[config.mk]
export PLATFORM = sky130hd
export DESIGN_NAME = pwm_deadtime_gen
export DESIGN_NICKNAME = d
export VERILOG_FILES = /design/src/rtl/pwm_deadtime_gen_pkg.sv /design/src/rtl/pwm_deadtime_gen_deadtime_insert.sv /design/src/rtl/pwm_deadtime_gen.sv
export SDC_FILE = /design/constraint.sdc
export NUM_CORES = 1
export LEC_CHECK = 0
export ABC_AREA = 1
export CAP_MARGIN = 0
export CORE_ASPECT_RATIO = 1.4
export CORE_MARGIN = 2
export CORE_UTILIZATION = 56
export DETAILED_ROUTE_END_ITERATION = 8
export PLACE_DENSITY_LB_ADDON = 0.08
export SLEW_MARGIN = 20
export SYNTH_ARGS = -nofsm -noshare
export SYNTH_HDL_FRONTEND = slang
export SYNTH_SLANG_ARGS = --single-unit
[constraint.sdc]
create_clock -name clk -period 2.75 [get_ports clk]
set_input_delay 0.275 -clock clk [delete_from_list [all_inputs] [get_ports clk]]
set_output_delay 0.275 -clock clk [all_outputs]
set_load 0.02 [all_outputs]
[src/rtl/pwm_deadtime_gen_pkg.sv]
// pwm_pkg: shared state encoding, default timing constants and duty clamp
package pwm_pkg;

    typedef enum logic [1:0] {IDLE, RUN, SWITCH} state_t;

    localparam int DEF_PERIOD     = 2000;
    localparam int DEF_DEAD       = 10;
    localparam int DEF_SWITCH_CYC = 200;
    localparam int DEF_MIN_PULSE  = 20;

    function automatic logic [31:0] clamp(input logic [31:0] set, input logic [31:0] period);
        return (set > period) ? period : set;
    endfunction

endpackage

[src/rtl/pwm_deadtime_gen_deadtime_insert.sv]
// deadtime_insert: splits a raw PWM level into complementary gates with DEAD idle cycles after every edge
module deadtime_insert
    import pwm_pkg::*;
#(
    parameter int DEAD = DEF_DEAD
) (
    input  logic clk,
    input  logic rst_n,
    input  logic act,
    input  logic raw,
    output logic pwm_h,
    output logic pwm_l
);

    localparam int DW = $clog2(DEAD + 2);

    logic          raw_q;
    logic [DW-1:0] dt_cnt;
    logic [DW-1:0] cur;
    logic          ok;

    assign cur = (raw != raw_q) ? '0 : dt_cnt;
    assign ok  = cur >= DW'(DEAD);

    // Track cycles since the last raw edge; gates stay off until that reaches DEAD
    always_ff @(posedge clk) begin
        if (!rst_n || !act) begin
            raw_q  <= 1'b0;
            dt_cnt <= '0;
            pwm_h  <= 1'b0;
            pwm_l  <= 1'b0;
        end else begin
            raw_q  <= raw;
            dt_cnt <= ok ? DW'(DEAD) : cur + DW'(1);
            pwm_h  <= raw & ok;
            pwm_l  <= ~raw & ok;
        end
    end

endmodule

[src/rtl/pwm_deadtime_gen.sv]
// pwm_deadtime_gen: one-phase dead-timed PWM with safe direction reversal; PWM_MIN_PULSE_EN snaps tiny/near-full duties
module pwm_deadtime_gen
    import pwm_pkg::*;
#(
    parameter int PERIOD     = DEF_PERIOD,
    parameter int CNT_W      = 16,
    parameter int DEAD       = DEF_DEAD,
    parameter int SWITCH_CYC = DEF_SWITCH_CYC,
    parameter int MIN_PULSE  = DEF_MIN_PULSE
) (
    input  logic        clk,
    input  logic        rst_n,
    input  logic        en,
    input  logic [31:0] set,
    input  logic        dir_in,
    output logic        pwm_h,
    output logic        pwm_l,
    output logic        dir_q,
    output logic        period_tick,
    output logic        busy_switch
);

`ifdef PWM_MIN_PULSE_EN
    localparam bit MIN_EN = 1'b1;
`else
    localparam bit MIN_EN = 1'b0;
`endif

    state_t           state;
    logic [CNT_W-1:0] cnt;
    logic [CNT_W-1:0] duty_q;
    logic [CNT_W-1:0] sw_cnt;
    logic [31:0]      sat;
    logic [31:0]      duty_eff;
    logic             last;
    logic             rev;
    logic             act;

    assign sat      = clamp(set, 32'(PERIOD));
    assign duty_eff = (MIN_EN && sat != '0 && sat < 32'(MIN_PULSE)) ? '0 :
                      (MIN_EN && sat > 32'(PERIOD - MIN_PULSE) && sat < 32'(PERIOD)) ? 32'(PERIOD) : sat;

    assign last        = cnt == CNT_W'(PERIOD - 1);
    assign rev         = dir_in != dir_q;
    assign act         = en && state == RUN && !(last && rev);
    assign period_tick = state == RUN && last;
    assign busy_switch = state == SWITCH;

    // Sequencing: idle tracking, period counting with wrap-only duty reload, reversal all-off interval
    always_ff @(posedge clk) begin
        if (!rst_n) begin
            state  <= IDLE;
            cnt    <= '0;
            duty_q <= '0;
            sw_cnt <= '0;
            dir_q  <= 1'b0;
        end else if (!en) begin
            state  <= IDLE;
            cnt    <= '0;
            sw_cnt <= '0;
            dir_q  <= dir_in;
        end else begin
            case (state)
                IDLE: begin
                    state  <= RUN;
                    cnt    <= '0;
                    duty_q <= CNT_W'(duty_eff);
                    dir_q  <= dir_in;
                end
                RUN: begin
                    cnt <= last ? '0 : cnt + CNT_W'(1);
                    if (last && !rev) duty_q <= CNT_W'(duty_eff);
                    if (last && rev) begin
                        state  <= SWITCH;
                        sw_cnt <= '0;
                    end
                end
                SWITCH: begin
                    if (sw_cnt == CNT_W'(SWITCH_CYC - 1)) begin
                        state  <= RUN;
                        sw_cnt <= '0;
                        dir_q  <= dir_in;
                        duty_q <= CNT_W'(duty_eff);
                    end else begin
                        sw_cnt <= sw_cnt + CNT_W'(1);
                    end
                end
                default: state <= IDLE;
            endcase
        end
    end

    deadtime_insert #(.DEAD(DEAD)) u_dt (
        .clk   (clk),
        .rst_n (rst_n),
        .act   (act),
        .raw   (act && cnt < duty_q),
        .pwm_h (pwm_h),
        .pwm_l (pwm_l)
    );

endmodule

# [Yosys cells after proc, flatten, opt, wreduce, memory -nomap -nowiden]
# Cells that the tools add are included.
[totals] ff_bits=58 inputBits=36 out_inout_bits=5 word_cells=68
[op_classes] add_sub_neg=3 order_cmp=3 n_eq_ne=11 muxes=17 n_bitwise=3 n_reduce_logical=21
[ops] op="two-way mux 16 bit" n=6
[ops] op="one-hot mux 16 bit (2 select lines)" n=2
[ops] op="one-hot mux 16 bit (3 select lines)" n=1
[ops] op="adder 16 x 1 -> 16 bit, second input constant" n=2
[ops] op="> comparator 32 x 11 -> 1 bit, second input constant" n=1
[ops] op="equality test 16 x 11 -> 1 bit, second input constant" n=1
[ops] op="equality test 16 x 8 -> 1 bit, second input constant" n=1
[ops] op="< comparator 16 bit" n=1
[ops] op="two-way mux 4 bit" n=2
[ops] op="AND reduction 2 bit" n=4
[ops] op="logical AND 1 bit" n=6
[ops] op="!= test 2 x 1 -> 1 bit, second input constant" n=3
[ops] op="one-hot mux 2 bit (3 select lines)" n=1
[ops] op="adder 4 x 1 -> 4 bit, second input constant" n=1
[ops] op=">= comparator 4 bit, second input constant" n=1
[ops] op="logical NOT 1 bit" n=4
[ops] op="two-way mux 2 bit" n=2
[ops] op="AND reduction 4 bit" n=1
[ops] op="nonzero test 2 bit" n=2
[ops] op="!= test 3 x 1 -> 1 bit, second input constant" n=1
[ops] op="!= test 3 x 2 -> 1 bit, second input constant" n=1
[ops] op="nonzero test 3 bit" n=1
[ops] op="AND 1 bit" n=2
[ops] op="equality test 2 x 1 -> 1 bit, second input constant" n=1
[ops] op="other kinds (8)" n=10

# [Depth between registers and ports, before layout]
# Gate-level depths: netlist (run 1).
[depth] ltp_word=9 ltp_mapped=20 mapped_depth_nobuf=20

# [Modules after synthesis]
# From an unflattened synthesis (run 1), not the netlist that was laid out.
[hier_totals] cells_unflattened=561 area_unflattened_um2=3701.0
[modules_own_cells] module="pwm_deadtime_gen" n_inst=1 cells_each=515 area_each_um2=3319.4 seq_area_each_um2=1021.0
[modules_own_cells] module="deadtime_insert" n_inst=1 cells_each=46 area_each_um2=381.6 seq_area_each_um2=140.1

# [Worst setup path before layout (run 1)]
# OpenSTA, ideal clock, no wires.
[synth_timing] path_kind="register -> register" startpoint="register cnt[10]" endpoint="register u_dt.dt_cnt[0]" setup_ns=0.064 t_arrival_ns=2.324 required_time_ns=2.686 path_slack_ns=0.362 path_stages_with_launch=19 n_path_buf=0 period_less_slack_ns=2.388 path_cell_list="dfxtp_1 -> ha_1 -> nand2_1 -> inv_1 -> nand2_1 -> nand2_1 -> nand2_1 -> nand3_1 -> nor2_2 -> nand3_1 -> nand2_2 -> inv_1 -> nor2_2 -> inv_1 -> ha_1 -> or2_2 -> o211ai_2 -> nand2_1 -> nor2_1"
[synth_between] elab_chain_len=9
[synth_rtl] item="start: declaration" line="pwm_deadtime_gen.sv:30" rtl="logic [CNT_W-1:0] cnt;"
[synth_rtl] item="start signal: assignment" line="pwm_deadtime_gen.sv:71" rtl="cnt <= last ? '0 : cnt + CNT_W'(1);"
[synth_rtl] item="branches (longest 9 deep; another with < comparator 16 bit)"
[synth_rtl] item="end signal: assignment" line="pwm_deadtime_gen_deadtime_insert.sv:34" rtl="dt_cnt <= ok ? DW'(DEAD) : cur + DW'(1);"
[synth_rtl] item="end: declaration" line="pwm_deadtime_gen_deadtime_insert.sv:18" rtl="logic [DW-1:0] dt_cnt;"
# Several ways; the timed one is not identified.
# A chain may end at the register's enable or synchronous reset.

# [Worst setup path in the final report (run 1)]
[layout_timing] startpoint="register cnt[12]" endpoint="register u_dt.dt_cnt[0]"
# The elaborated chain is that of the path after synthesis.

==> results.ini, run 1 <==
[finish]
diodes=0
areaGrowthSynthToFinish_pct=25.77
layout.cells.non_filler=612
regArea_mm2=0.001179
mostFrequentLayoutCell=nand2_1
fillerInstances=489
mostFrequentLayoutCells=nand2_1 (122), inv_1 (61), dfxtp_1 (46)
drive_above_1_share=0.1624
multi_input_area_mm2=0.001991
layout.nets=593

[logic_synthesis]
ys_ff_latch=58
yosys.area_share.adder=0.07127
syn_area_per_cell_um2=6.935
yosys.area_share.simple=0.3316
yosysWarnings=0
async_reset_ff_frac=0
synth_top_family_by_area=simple AND/OR/NAND/NOR gates
yosysSeqAreaShare=0.3481
synthFlopType=dfxtp_1
synthCells=481
synth_nets=536
muxShareOfSynthArea=0
synth_area_mm2=0.003336
synth_edf_count=0
ys_types=37
synth_compound_area_frac=0.1463
synthXorXnorAreaFrac=0.01275

[floorplanning]
rows=33
pin_count=41
coreArea_mm2=0.005822
die_w_um=69.23
dieArea_mm2=0.006599
die_h_um=95.32
initial_utilization=0.5730

[placement]
globalplace.congestion=0.8047
dp_hpwl_mm=5.800
io_buffers=40
place_ws_ns=-0.003271
dp_cells=591

[pwr]
vdd_drop_max_mv=0.3839
p_total_mw=1.743
power.density_mw_per_mm2=415.6
p_leak_nw=1.663

[drt]
vias=3277
via_per_inst=5.355
ant_nets=0
drc=0
drt-pass1-iter-count=5
drt-initial-drc-count=138
wl_per_cell_um=12.72
drt_wl_total_mm=7.783

[sta]
finalWorstPathRequiredPeriod_ns=2.567
slew_viol_final=0
setup_violations=0
fin_ws_ns=0.1827
period_share=0.9336
tns_ns=0
hold_violations=0
timing.fmax_mhz=389.5
tightestPinTransition_ns=0.5421
clock_skew_ns=0.007693
slew_headroom=0.6377

[critical_path]
worstPathRequired_ns=3.03
crit_path_end_kind=flop
crit_path_start_kind=flop
arrival_ns=2.85
cp_max_fo=6
path_class=flop to flop

[global_routing]
grt_max_degree=19
grt_pass1_vias=3023
grt_first_pass_wirelength_mm=12.97
track_usage=0.2443
overflow=0
grt_antenna_before_repair=0

[clock_network]
cts_sinks=58
cts_hold_buf=0
numCtsBuffers=9
htree_levels=3
cts_tree=done
root_buffer=clkbuf_8
clock_latency_ns=0.34
cts.reportedPaths.clkPinSlew_ns=0.06
clock_path_buffers=2

[status]
status=completed

[run]
maxCapViolations=0

[min_path]
hold_path.class=flop to flop

[Yosys cell counts (all sizes together) (2+ instances only)]
cell | n | area (um2)
buf | 5 | 30.02
a21oi | 40 | 215.2
inv | 68 | 255.3
nor4 | 7 | 43.79
o21bai | 2 | 15.01
a221oi | 8 | 70.07
nand3 | 29 | 145.1
o211a | 2 | 20.02
nor2 | 55 | 272.8
nand4 | 4 | 25.02
nand2 | 132 | 513.0
ha | 19 | 237.7
dfxtp | 58 | 1161
xor2 | 4 | 42.55
clkbuf | 4 | 15.01
o22ai | 3 | 18.77
nor3 | 15 | 86.34
o21ai | 18 | 90.09
[metrics by stage]
stage | utilization | hold WS [ns] | cell area, um2
2_1_floorplan | - | 0.3977 | 3336
3_3_place_gp | 0.6606 | 0.4287 | 3846
3_5_place_dp | 0.6606 | 0.4324 | 3846
4_1_cts | 0.6899 | 0.4400 | 4016
5_1_grt | 0.7206 | 0.4664 | 4195
6_report | 0.7206 | 0.4375 | 4195
[cell families (layout without fill, tap and decap cells)]
family | count (synthesis) | in the layout
compound gates | 78 | 78
simple gates | 245 | 245
fa+ha+maj | 19 | 19
xor+xnor | 4 | 4
flops | 58 | 58
buf+inv | 77 | 138
[worst max-delay path: stages, from the launching register on]
cell and delay [ns]:
dfxtp_1 0.44, ha_1 0.27, nand2_1 0.10, nor2_1 0.06
nand2_1 0.07, nand3_2 0.10, nor2_4 0.18, nand3_2 0.12
nand2_4 0.11, inv_2 0.06, nor2_4 0.12, inv_1 0.05
ha_1 0.17, or2_4 0.22, o211ai_2 0.22, nand2_1 0.11
nor2_1 0.11
[power by group]
group / total (mW) / switching (mW) / internal, mW
sequential: 0.859 / 0.00776 / 0.851
clock: 0.698 / 0.331 / 0.366
combinational: 0.187 / 0.0973 / 0.0900
total: 1.74 / 0.436 / 1.31
[final timing paths]
kind / startpoint / end / slack, ns / cells past startpoint
max: cnt[12] / u_dt.dt_cnt[0] / 0.18 / 16
min: duty_q[12] / duty_q[12] / 0.44 / 2
min reg2reg: duty_q[12] / duty_q[12] / 0.44 / 2
max reg2reg: cnt[12] / u_dt.dt_cnt[0] / 0.18 / 16
[layout make-up]
cell class	count	area share
sequential	58	0.2809
timing repair buffer	55	0.1223
clock inverter	3	0.003579
tap	70	0.02088
multi-input combinational	346	0.4745
inverter	68	0.06084
clock buffer	12	0.03698
[flip-flops by register name, indices dropped and copies added, names as in the netlist, 2 cells and up]
signal	count
cnt	16
duty_q	16
sw_cnt	16
u_dt.dt_cnt	4
state	2
[per-layer routing]
layer	GRT usage	wire length (um)	vias up
met3	0.05391	391	12
li1	-	-	1688
met5	0	0	-
met4	0.08987	166	0
met1	0.2858	3257	1481
met2	0.4383	3968	96
[repair_timing]
action	CTS	global route
setup buffers	0	6
endpoints found under the setup margin	0	5
gates resized for setup	0	36
endpoints found under the hold margin	0	0
(Power assumes the default switching activity.)
==> inputs of run 2 (changes only) <==
--- a/config.mk
+++ b/config.mk
@@ -11,7 +11,7 @@
 export CORE_MARGIN = 2
 export CORE_UTILIZATION = 56
 export DETAILED_ROUTE_END_ITERATION = 8
-export PLACE_DENSITY_LB_ADDON = 0.08
+export PLACE_DENSITY = 0.8
 export SLEW_MARGIN = 20
 export SYNTH_ARGS = -nofsm -noshare
 export SYNTH_HDL_FRONTEND = slang
==> results.ini, run 2 (synthesis results as in run 1) <==
[sta]
setup_violations=0  ; unchanged
period_share=0.9410  ; was 0.9336
clock_skew_ns=0.01034  ; was 0.007693 ns
timing.fmax_mhz=386.4  ; was 389.5 MHz
slew_headroom=0.5981  ; was 0.6377
fin_ws_ns=0.1622  ; was 0.1827 ns
finalWorstPathRequiredPeriod_ns=2.588  ; was 2.567 ns
slew_viol_final=0  ; unchanged
tightestPinTransition_ns=0.6014  ; was 0.5421 ns
hold_violations=0  ; unchanged
timing.hold.ws_ns=0.4389  ; was 0.4375 ns

[global_routing]
grt_max_degree=19  ; unchanged
track_usage=0.2474  ; was 0.2443
grt_pass1_vias=3287  ; was 3023
grt_antenna_before_repair=0  ; unchanged
overflow=0  ; unchanged
grt_first_pass_wirelength_mm=13.17  ; was 12.97 mm

[finish]
areaGrowthSynthToFinish_pct=23.56  ; was 25.77%
mostFrequentLayoutCell=nand2_1  ; unchanged
mostFrequentLayoutCells=nand2_1 (125), inv_1 (62), dfxtp_1 (54)  ; was nand2_1 (122), inv_1 (61), dfxtp_1 (46)
layout.nets=589  ; was 593
design_area_mm2=0.004121  ; was 0.004195 mm2
diodes=0  ; unchanged
drive_above_1_share=0.1283  ; was 0.1624
largestRegisters=cnt (16), duty_q (16), sw_cnt (16)  ; unchanged

[floorplanning]
die_h_um=95.32  ; unchanged
rows=33  ; unchanged
dieArea_mm2=0.006599  ; unchanged
pin_count=41  ; unchanged
die_w_um=69.23  ; unchanged
initial_utilization=0.5730  ; unchanged
coreArea_mm2=0.005822  ; unchanged

[critical_path]
crit_path_start_kind=flop  ; unchanged
arrival_ns=2.82  ; was 2.85 ns
cp_max_fo=5  ; was 6
worstPathRequired_ns=2.99  ; was 3.03 ns
crit_path_end_kind=flop  ; unchanged
path_class=flop to flop  ; unchanged

[clock_network]
clock_latency_ns=0.34  ; about the same
cts_sinks=58  ; unchanged
cts_tree=done  ; unchanged
cts.reportedPaths.clkPinSlew_ns=0.06  ; about the same
numCtsBuffers=9  ; unchanged
root_buffer=clkbuf_8  ; unchanged
clock_path_buffers=2  ; unchanged
htree_levels=3  ; unchanged

[pwr]
internal-power_mw=1.373  ; was 1.307 mW
pwr-share-clk=0.426  ; was 0.400
p_leak_nw=1.632  ; was 1.663 nW
vdd_drop_max_mv=0.2917  ; was 0.3839 mV
p_comb_frac=0.098  ; was 0.107
swShare=0.2392  ; was 0.2502
power.density_mw_per_mm2=437.9  ; was 415.6 mW/mm2
pwr-share-seq=0.476  ; was 0.492
netSwitchingPower_mw=0.4317  ; was 0.4362 mW

[placement]
place_area_mm2=0.003816  ; was 0.003846 mm2
io_buffers=40  ; unchanged
dp_hpwl_mm=5.861  ; was 5.800 mm
globalplace.congestion=0.9002  ; was 0.8047
place_ws_ns=-0.004684  ; was -0.003271 ns

[drt]
drt_wl_total_mm=7.697  ; was 7.783 mm
drt-pass1-iter-count=4  ; was 5
drt-initial-drc-count=122  ; was 138
via_per_inst=5.367  ; was 5.355
vias=3263  ; was 3277
wl_per_cell_um=12.66  ; was 12.72 um
ant_nets=0  ; unchanged
drc=0  ; unchanged

[min_path]
hold_path.class=flop to flop  ; unchanged

[run]
maxCapViolations=0  ; unchanged

[status]
status=completed  ; unchanged

run 2: cell count changes in the layout (fill, tap and decap cells not counted), sizes merged:
cell | before | now
clkinv | 3 | 2
bufinv | 0 | 1
buf | 15 | 11
run 2: timing repair:
item	4_1_cts	5_1_grt
hold endpoints to repair	0	0
setup buffers	0	6
gates resized for setup	0	17
hold buffers	0	0
endpoints found under the setup margin	0	5
run 2: critical path, cell delays in order (launching register included):
cell	delay, ns
dfxtp_1	0.41
ha_1	0.27
nand2_1	0.13
o21bai_1	0.14
nand3_2	0.13
nor2_4	0.13
nand3_2	0.10
nand2_2	0.08
inv_1	0.06
nor2_2	0.11
inv_1	0.06
ha_1	0.17
or2_2	0.30
o211ai_4	0.23
buf_4	0.14
nor2_1	0.03
run 2: path summary, 6_finish.rpt:
path	from	end	slack, ns	depth (start not counted)
worst max-delay path	cnt[15]	u_dt.pwm_h	0.16	15
worst min-delay path	duty_q[12]	duty_q[12]	0.44	2
worst max register to register	cnt[15]	u_dt.pwm_h	0.16	15
worst min register to register	duty_q[12]	duty_q[12]	0.44	2
run 2: final cells by class:
class                   count  area [um2]
inverters                  68       255.2
flip-flops and latches     58        1166
clock inverters             3       40.04
clock buffers              12       145.1
fillers                   477        1700
repair buffers             51       483.0
well taps                  70       87.58
multi-input cells         346        1944
run 2: per-stage QoR:
step | std cells | setup TNS [ns] | power (mW) | utilization
after global routing | 608 | -0.09636 | 1.862 | 0.7079
after CTS | 602 | 0 | 1.804 | 0.6873
final | 608 | 0 | 1.805 | 0.7079
after floorplan | 481 | 0 | 0.9640 | -
after detailed placement | 587 | -0.004684 | 1.044 | 0.6555
after global placement | 587 | 0 | 1.039 | 0.6555
run 2: power by group through the flow:
stage                     Clock, mW  Combinational, mW  Sequential [mW]
after detailed placement          0              0.166            0.877
after global routing          0.804              0.198            0.860
after CTS                     0.779              0.167            0.859
final                         0.769              0.178            0.859
after floorplan                   0             0.0865            0.878
after global placement            0              0.162            0.877
run 2: layer usage:
layer,up-vias,share of wire,wire length [um],track usage
met5,-,0,0,0
met4,0,0.022,170,0.1291
met3,18,0.037,286,0.05391
met2,72,0.55,4238,0.4968
met1,1493,0.39,3002,0.2313
li1,1680,-,-,-
